**config.mk**
```make
export PLATFORM = sky130hd
export DESIGN_NAME = fetch_queue_flat
export DESIGN_NICKNAME = d
export VERILOG_FILES = /design/src/rtl/fetch_queue_if.sv /design/src/rtl/fetch_queue.sv /design/src/flat_wrapper.sv
export SDC_FILE = /design/constraint.sdc
export NUM_CORES = 1
export LEC_CHECK = 0
export CAP_MARGIN = 20
export CORE_ASPECT_RATIO = 0.5
export CORE_MARGIN = 4
export CORE_UTILIZATION = 55
export DETAILED_ROUTE_END_ITERATION = 16
export GPL_ROUTABILITY_DRIVEN = 0
export PLACE_DENSITY = 0.8
export SLEW_MARGIN = 25
export SYNTH_ARGS = -nofsm -noshare
export SYNTH_HDL_FRONTEND = slang
export SYNTH_SLANG_ARGS = --single-unit
```
**constraint.sdc**
```tcl
create_clock -name in_clk -period 8.2 [get_ports in_clk]
set_clock_uncertainty 0.2 [all_clocks]
set_input_delay 1.64 -clock in_clk [delete_from_list [all_inputs] [get_ports in_clk]]
set_output_delay 1.64 -clock in_clk [all_outputs]
set_load 0.05 [all_outputs]
```
**src/rtl/fetch_queue_if.sv**
```systemverilog
// Fetch-to-dispatch handshake bundle for fetch_queue.
// The queue uses the slave modport; the fetch/dispatch/ROB side uses master.
interface fetch_queue_if #(
    parameter int unsigned DEPTH  = 4,
    parameter int unsigned INSN_W = 32,
    parameter int unsigned PC_W   = 64
);
    localparam int unsigned CNT_W = $clog2(DEPTH) + 1;

    logic              in_fetch_done;
    logic [INSN_W-1:0] in_fetch_insnbits;
    logic [PC_W-1:0]   in_fetch_pc;
    logic              out_fetch_stall;
    logic              in_rob_mispredict;
    logic              out_d_done;
    logic [INSN_W-1:0] out_d_insnbits;
    logic [PC_W-1:0]   out_d_pc;
    logic              in_d_ready;
    logic [CNT_W-1:0]  out_count;
    logic              out_overflow;

    modport master (
        output in_fetch_done, in_fetch_insnbits, in_fetch_pc, in_rob_mispredict, in_d_ready,
        input  out_fetch_stall, out_d_done, out_d_insnbits, out_d_pc, out_count, out_overflow
    );

    modport slave (
        input  in_fetch_done, in_fetch_insnbits, in_fetch_pc, in_rob_mispredict, in_d_ready,
        output out_fetch_stall, out_d_done, out_d_insnbits, out_d_pc, out_count, out_overflow
    );
endinterface

```
**src/rtl/fetch_queue.sv**
```systemverilog
// Circular instruction queue between fetch and dispatch, show-ahead head output.
// Optional macro FQ_BYPASS_EN: an empty queue forwards fetch straight to a ready dispatch.
module fetch_queue #(
    parameter int unsigned DEPTH  = 4,
    parameter int unsigned INSN_W = 32,
    parameter int unsigned PC_W   = 64
) (
    input  logic        in_clk,
    input  logic        in_rst,
    fetch_queue_if.slave fq
);
    localparam int unsigned PTR_W = (DEPTH > 1) ? $clog2(DEPTH) : 1;
    localparam int unsigned CNT_W = $clog2(DEPTH) + 1;
    localparam int unsigned ENT_W = INSN_W + PC_W;

    logic [ENT_W-1:0] mem [DEPTH];
    logic [PTR_W-1:0] head;
    logic [PTR_W-1:0] tail;
    logic [CNT_W-1:0] count;
    logic             overflow;

    logic             empty;
    logic             full;
    logic             push;
    logic             pop;
    logic             bypass;
    logic [ENT_W-1:0] head_entry;

    // Handshake qualification; stall derives from registered count only.
    always_comb begin
        empty      = (count == '0);
        full       = (count == CNT_W'(DEPTH));
`ifdef FQ_BYPASS_EN
        bypass     = in_rst & empty & fq.in_fetch_done & fq.in_d_ready & ~fq.in_rob_mispredict;
`else
        bypass     = 1'b0;
`endif
        push       = fq.in_fetch_done & ~full & ~fq.in_rob_mispredict & ~bypass;
        pop        = ~empty & fq.in_d_ready & ~fq.in_rob_mispredict;
        head_entry = mem[head];
    end

    // Dispatch-facing outputs are zero whenever nothing is presented.
    always_comb begin
        fq.out_fetch_stall = full;
        fq.out_count       = count;
        fq.out_overflow    = overflow;
        fq.out_d_done      = ~empty | bypass;
        fq.out_d_insnbits  = '0;
        fq.out_d_pc        = '0;
        if (!empty) begin
            fq.out_d_insnbits = head_entry[ENT_W-1:PC_W];
            fq.out_d_pc       = head_entry[PC_W-1:0];
        end
`ifdef FQ_BYPASS_EN
        else if (bypass) begin
            fq.out_d_insnbits = fq.in_fetch_insnbits;
            fq.out_d_pc       = fq.in_fetch_pc;
        end
`endif
    end

    // Storage is not reset; outputs are gated by occupancy instead.
    always_ff @(posedge in_clk) begin
        if (push) begin
            mem[tail] <= {fq.in_fetch_insnbits, fq.in_fetch_pc};
        end
    end

    always_ff @(posedge in_clk or negedge in_rst) begin
        if (!in_rst) begin
            head     <= '0;
            tail     <= '0;
            count    <= '0;
            overflow <= 1'b0;
        end else begin
            if (fq.in_fetch_done && full) begin
                overflow <= 1'b1;
            end
            if (fq.in_rob_mispredict) begin
                head  <= '0;
                tail  <= '0;
                count <= '0;
            end else begin
                if (push) begin
                    tail <= tail + PTR_W'(1);
                end
                if (pop) begin
                    head <= head + PTR_W'(1);
                end
                if (push && !pop) begin
                    count <= count + CNT_W'(1);
                end else if (pop && !push) begin
                    count <= count - CNT_W'(1);
                end
            end
        end
    end
endmodule

```
**src/flat_wrapper.sv**
```systemverilog
// flat-port wrapper written by rule: the top's interface ports become plain ports
module fetch_queue_flat 
#(
    parameter int unsigned DEPTH  = 4,
    parameter int unsigned INSN_W = 32,
    parameter int unsigned PC_W   = 64
)
  (in_clk, in_rst, fq_in_fetch_done, fq_in_fetch_insnbits, fq_in_fetch_pc, fq_in_rob_mispredict, fq_in_d_ready, fq_out_fetch_stall, fq_out_d_done, fq_out_d_insnbits, fq_out_d_pc, fq_out_count, fq_out_overflow);
  fetch_queue_if #(.DEPTH(DEPTH), .INSN_W(INSN_W), .PC_W(PC_W)) fq_i ();
  input  logic in_clk;
  input  logic in_rst;
  input wire logic [$bits(fq_i.in_fetch_done)-1:0] fq_in_fetch_done;
  input wire logic [$bits(fq_i.in_fetch_insnbits)-1:0] fq_in_fetch_insnbits;
  input wire logic [$bits(fq_i.in_fetch_pc)-1:0] fq_in_fetch_pc;
  input wire logic [$bits(fq_i.in_rob_mispredict)-1:0] fq_in_rob_mispredict;
  input wire logic [$bits(fq_i.in_d_ready)-1:0] fq_in_d_ready;
  output wire logic [$bits(fq_i.out_fetch_stall)-1:0] fq_out_fetch_stall;
  output wire logic [$bits(fq_i.out_d_done)-1:0] fq_out_d_done;
  output wire logic [$bits(fq_i.out_d_insnbits)-1:0] fq_out_d_insnbits;
  output wire logic [$bits(fq_i.out_d_pc)-1:0] fq_out_d_pc;
  output wire logic [$bits(fq_i.out_count)-1:0] fq_out_count;
  output wire logic [$bits(fq_i.out_overflow)-1:0] fq_out_overflow;
  assign fq_i.in_fetch_done = fq_in_fetch_done;
  assign fq_i.in_fetch_insnbits = fq_in_fetch_insnbits;
  assign fq_i.in_fetch_pc = fq_in_fetch_pc;
  assign fq_i.in_rob_mispredict = fq_in_rob_mispredict;
  assign fq_i.in_d_ready = fq_in_d_ready;
  assign fq_out_fetch_stall = fq_i.out_fetch_stall;
  assign fq_out_d_done = fq_i.out_d_done;
  assign fq_out_d_insnbits = fq_i.out_d_insnbits;
  assign fq_out_d_pc = fq_i.out_d_pc;
  assign fq_out_count = fq_i.out_count;
  assign fq_out_overflow = fq_i.out_overflow;
  fetch_queue #(.DEPTH(DEPTH), .INSN_W(INSN_W), .PC_W(PC_W)) u_core (.in_clk(in_clk), .in_rst(in_rst), .fq(fq_i));
endmodule
```
==> reports/metrics.cfg <==
[run_status]
status=complete, no violations

[route]
vias_per_cell=5.67
via_count=7198
firstDrtPassIters=5
wl_per_cell_um=23.2
drtAntennaViolNets=0
drc=0
drt_wl_total_mm=29.5
drt_iter0_drc=490

[sta]
fin_crit_sh_pct=65.9
relSlewSlack_pct=41.8
period_needed_ps=5400
fmax_ghz=0.185
maxSlewViolCount=0
worstMarginPinSlew_ps=873
tns_ps=0
finalSetupViolCount=0
hold_viol=0
rsz0062_at_grt=false

[synth]
muxShareOfSynthArea_pct=14.5
synth_top_family_by_area=multiplexers
yosysSeqAreaShare_pct=77.9
synthAdderAreaFrac_pct=0.466
synth-seq-cells=392
synth_area_um2=15100
syn_inst=674
synth-xor-area-share_pct=0.175
yosys.area_share.simple_pct=4.83
yosysWarnings=0
synth_cell_types=33
syn_nets=780
syn_avg_cell_area_um2=22.3
synth_compound_area_share_pct=0.723

[die]
ioPinCount=203
rows=42
die_w_um=242
core-area_um2=26700
initial_core_util_pct=56.4
die_area_um2=30200
die_h_um=125

[power_and_ir_drop]
swShare_pct=34.5
p_comb_share_pct=35.9
p_leak_nw=5.92
clkPwrFrac_pct=26.0
power_density_nw_per_um2=337
p_int_mw=4.11
max-vdd-ir-drop_mv=0.151
switching_power_mw=2.16
seq_power_share_pct=38.1

[setup_path]
start_kind=register
crit_start=u_core.head[1]$_DFFE_PN0P_
arrival_ps=3560
slowest_delay_ps=910
critPathMaxFanout=51
r2r-start=u_core.fq.out_count[1]$_DFFE_PN0P_
crit_path_cell_trace=buf_4, mux4_2, and2_1, clkdlybuf4s50_1
cp-end-kind=output pin
worstPathRequired_ps=6360
reg2reg_slack_ps=4600
crit_type=reg2out
slowest_stage=dfrtp_4

[finish]
area_growth_pct=23.9
design_area_um2=18600
final_cells=1269
drive_above_1_share_pct=18.4
fin_nets=995

[grt]
grt_antenna_before_repair=1
track_usage_pct=19.5
grt_max_degree=67
grt_pass1_wl_mm=45.4
grt_overflow_total=0
grt_pass1_vias=7798

[clocking]
clk_pin_slew_worst_paths_ps=60
cts_buffer_depth=3
clock_latency_ps=510
clock_sinks=392
post_cts_buffers=0
ctsResizeCount=0
cts_tree=done
cts_root_buffer=clkbuf_16
h-tree-depth=2
numCtsBuffers=35
holdBufCountCts=0

[placed_design]
numPortBuffers=202
place_area_um2=17400
place.detailed.hpwl_mm=17.4
dp.cells=1200

[job]
max_cap_viol_count=0

[min_path]
holdCritStartpoint=u_core.fq.out_overflow$_DFFE_PN0P_
hold_class=reg2reg

==> power groups by stage <==
stage	Combinational, mW	Sequential [mW]	Clock [mW]
CTS	2.24	2.43	1.67
floorplan	1.56	2.42	0
global placement	2.20	2.46	0
finish	2.26	2.39	1.63
detailed placement	2.22	2.47	0
global route	2.36	2.40	1.76
==> routing by layer <==
metal / vias to the layer above / global-route usage, % / wire, um / part of all wire [%]
li1: 3172 / - / - / -
met4: 0 / 5.73 / 733 / 2.5
met3: 45 / 3.40 / 1130 / 3.8
met5: - / 0 / 0 / 0
met1: 3820 / 24.8 / 11800 / 40
met2: 161 / 35.0 / 15800 / 54
==> through the flow <==
step,setup WS [ps],total power [mW],utilization (%),hold WS [ps]
2_1_floorplan,3240,3.98,-,342
3_3_place_gp,3050,4.67,65.2,239
3_5_place_dp,3050,4.69,65.2,248
4_1_cts,2490,6.33,69.5,263
5_1_grt,2570,6.52,69.8,278
6_report,2800,6.28,69.8,261
==> worst paths after layout <==
kind                                                      end  cells past startpoint
setup / recovery                              fq_out_d_pc[40]                      4
hold / removal             u_core.fq.out_overflow$_DFFE_PN0P_                      1
setup reg to reg           u_core.fq.out_count[1]$_DFFE_PN0P_                      9
hold reg to reg            u_core.fq.out_overflow$_DFFE_PN0P_                      1
max in group asynchronous          u_core.head[0]$_DFFE_PN0P_                      1
min in group asynchronous  u_core.fq.out_count[2]$_DFFE_PN0P_                      1
==> Yosys cell counts <==
master     instances  area (um^2)
a211o_1            1         8.76
a21bo_2            1         10.0
a21o_1             1         7.51
a21oi_1            3         15.0
a22o_1             1         8.76
a2bb2oi_1          1         8.76
a31oi_1            2         12.5
a32oi_1            1         8.76
and2_1           102          638
and3b_1            1         8.76
buf_2             14         70.1
buf_6              2         22.5
buf_8              2         30.0
clkbuf_1          18         67.6
dfrtp_1            8          200
edfxtp_1         384        11500
fa_1               1         20.0
ha_1               4         50.1
inv_1              4         15.0
mux2_2             1         11.3
mux2i_1            1         10.0
mux4_2            96         2160
nand2_1            3         11.3
nand2b_1           3         18.8
nand3_1            2         10.0
nor2_1             9         33.8
o21ai_0            1         5.00
o21bai_1           1         7.51
o31ai_1            1         7.51
o32ai_1            1         8.76
or3_1              1         6.26
xnor2_1            1         8.76
xor2_1             2         17.5
==> cell families (layout without fill, tap and decap cells) <==
logic type	Yosys count	after routing
AND/OR/NAND/NOR	121	121
AO/OA/AOI/OAI	15	15
buffers and inverters	40	281
adder cells (fa/ha/maj)	5	5
XOR/XNOR	3	3
flip-flops	392	392
multiplexers	98	98
other	0	2
==> cell type report <==
cell class              count  area [um^2]
flip-flops and latches    392        11700
inverters                   4         15.0
well taps                 352          440
repair buffers            214         2180
diodes                      2         5.00
fillers                  1636         8050
clock inverters            20          215
clock buffers              43          927
multi-input cells         242         3130
==> cells in the final DEF (no fill, tap or decap), types with 2 or more instances in the layout <==
cell type | netlist | final
clkinv_1 | 0 | 5
nor2_1 | 9 | 9
a21oi_1 | 3 | 3
clkbuf_16 | 0 | 36
nand2b_1 | 3 | 3
buf_12 | 0 | 2
clkbuf_1 | 18 | 7
dfrtp_4 | 0 | 2
a31oi_1 | 2 | 2
edfxtp_1 | 384 | 384
nand2_1 | 3 | 3
dfrtp_1 | 8 | 6
nand3_1 | 2 | 2
xor2_1 | 2 | 2
inv_1 | 4 | 4
buf_16 | 0 | 2
clkdlybuf4s50_1 | 0 | 202
and2_4 | 0 | 4
and2_1 | 102 | 98
ha_1 | 4 | 4
diode_2 | 0 | 2
mux4_2 | 96 | 96
inv_6 | 0 | 2
buf_4 | 0 | 8
bufinv_16 | 0 | 4
clkinv_2 | 0 | 7
==> worst max-delay path, delay by kind of cell (launching register included) <==
family	cells	cell delay (ps)
buf+inv	2	1530
flops	1	910
mux	1	330
simple gates	1	160
==> sequential cells by signal (all words and copies together), names as in the netlist <==
name                    count
u_core.fq.out_count         3
u_core.tail                 2
u_core.mem                384
u_core.head                 2
u_core.fq.out_overflow      1
No activity file was read; power rests on OpenSTA's default activity.
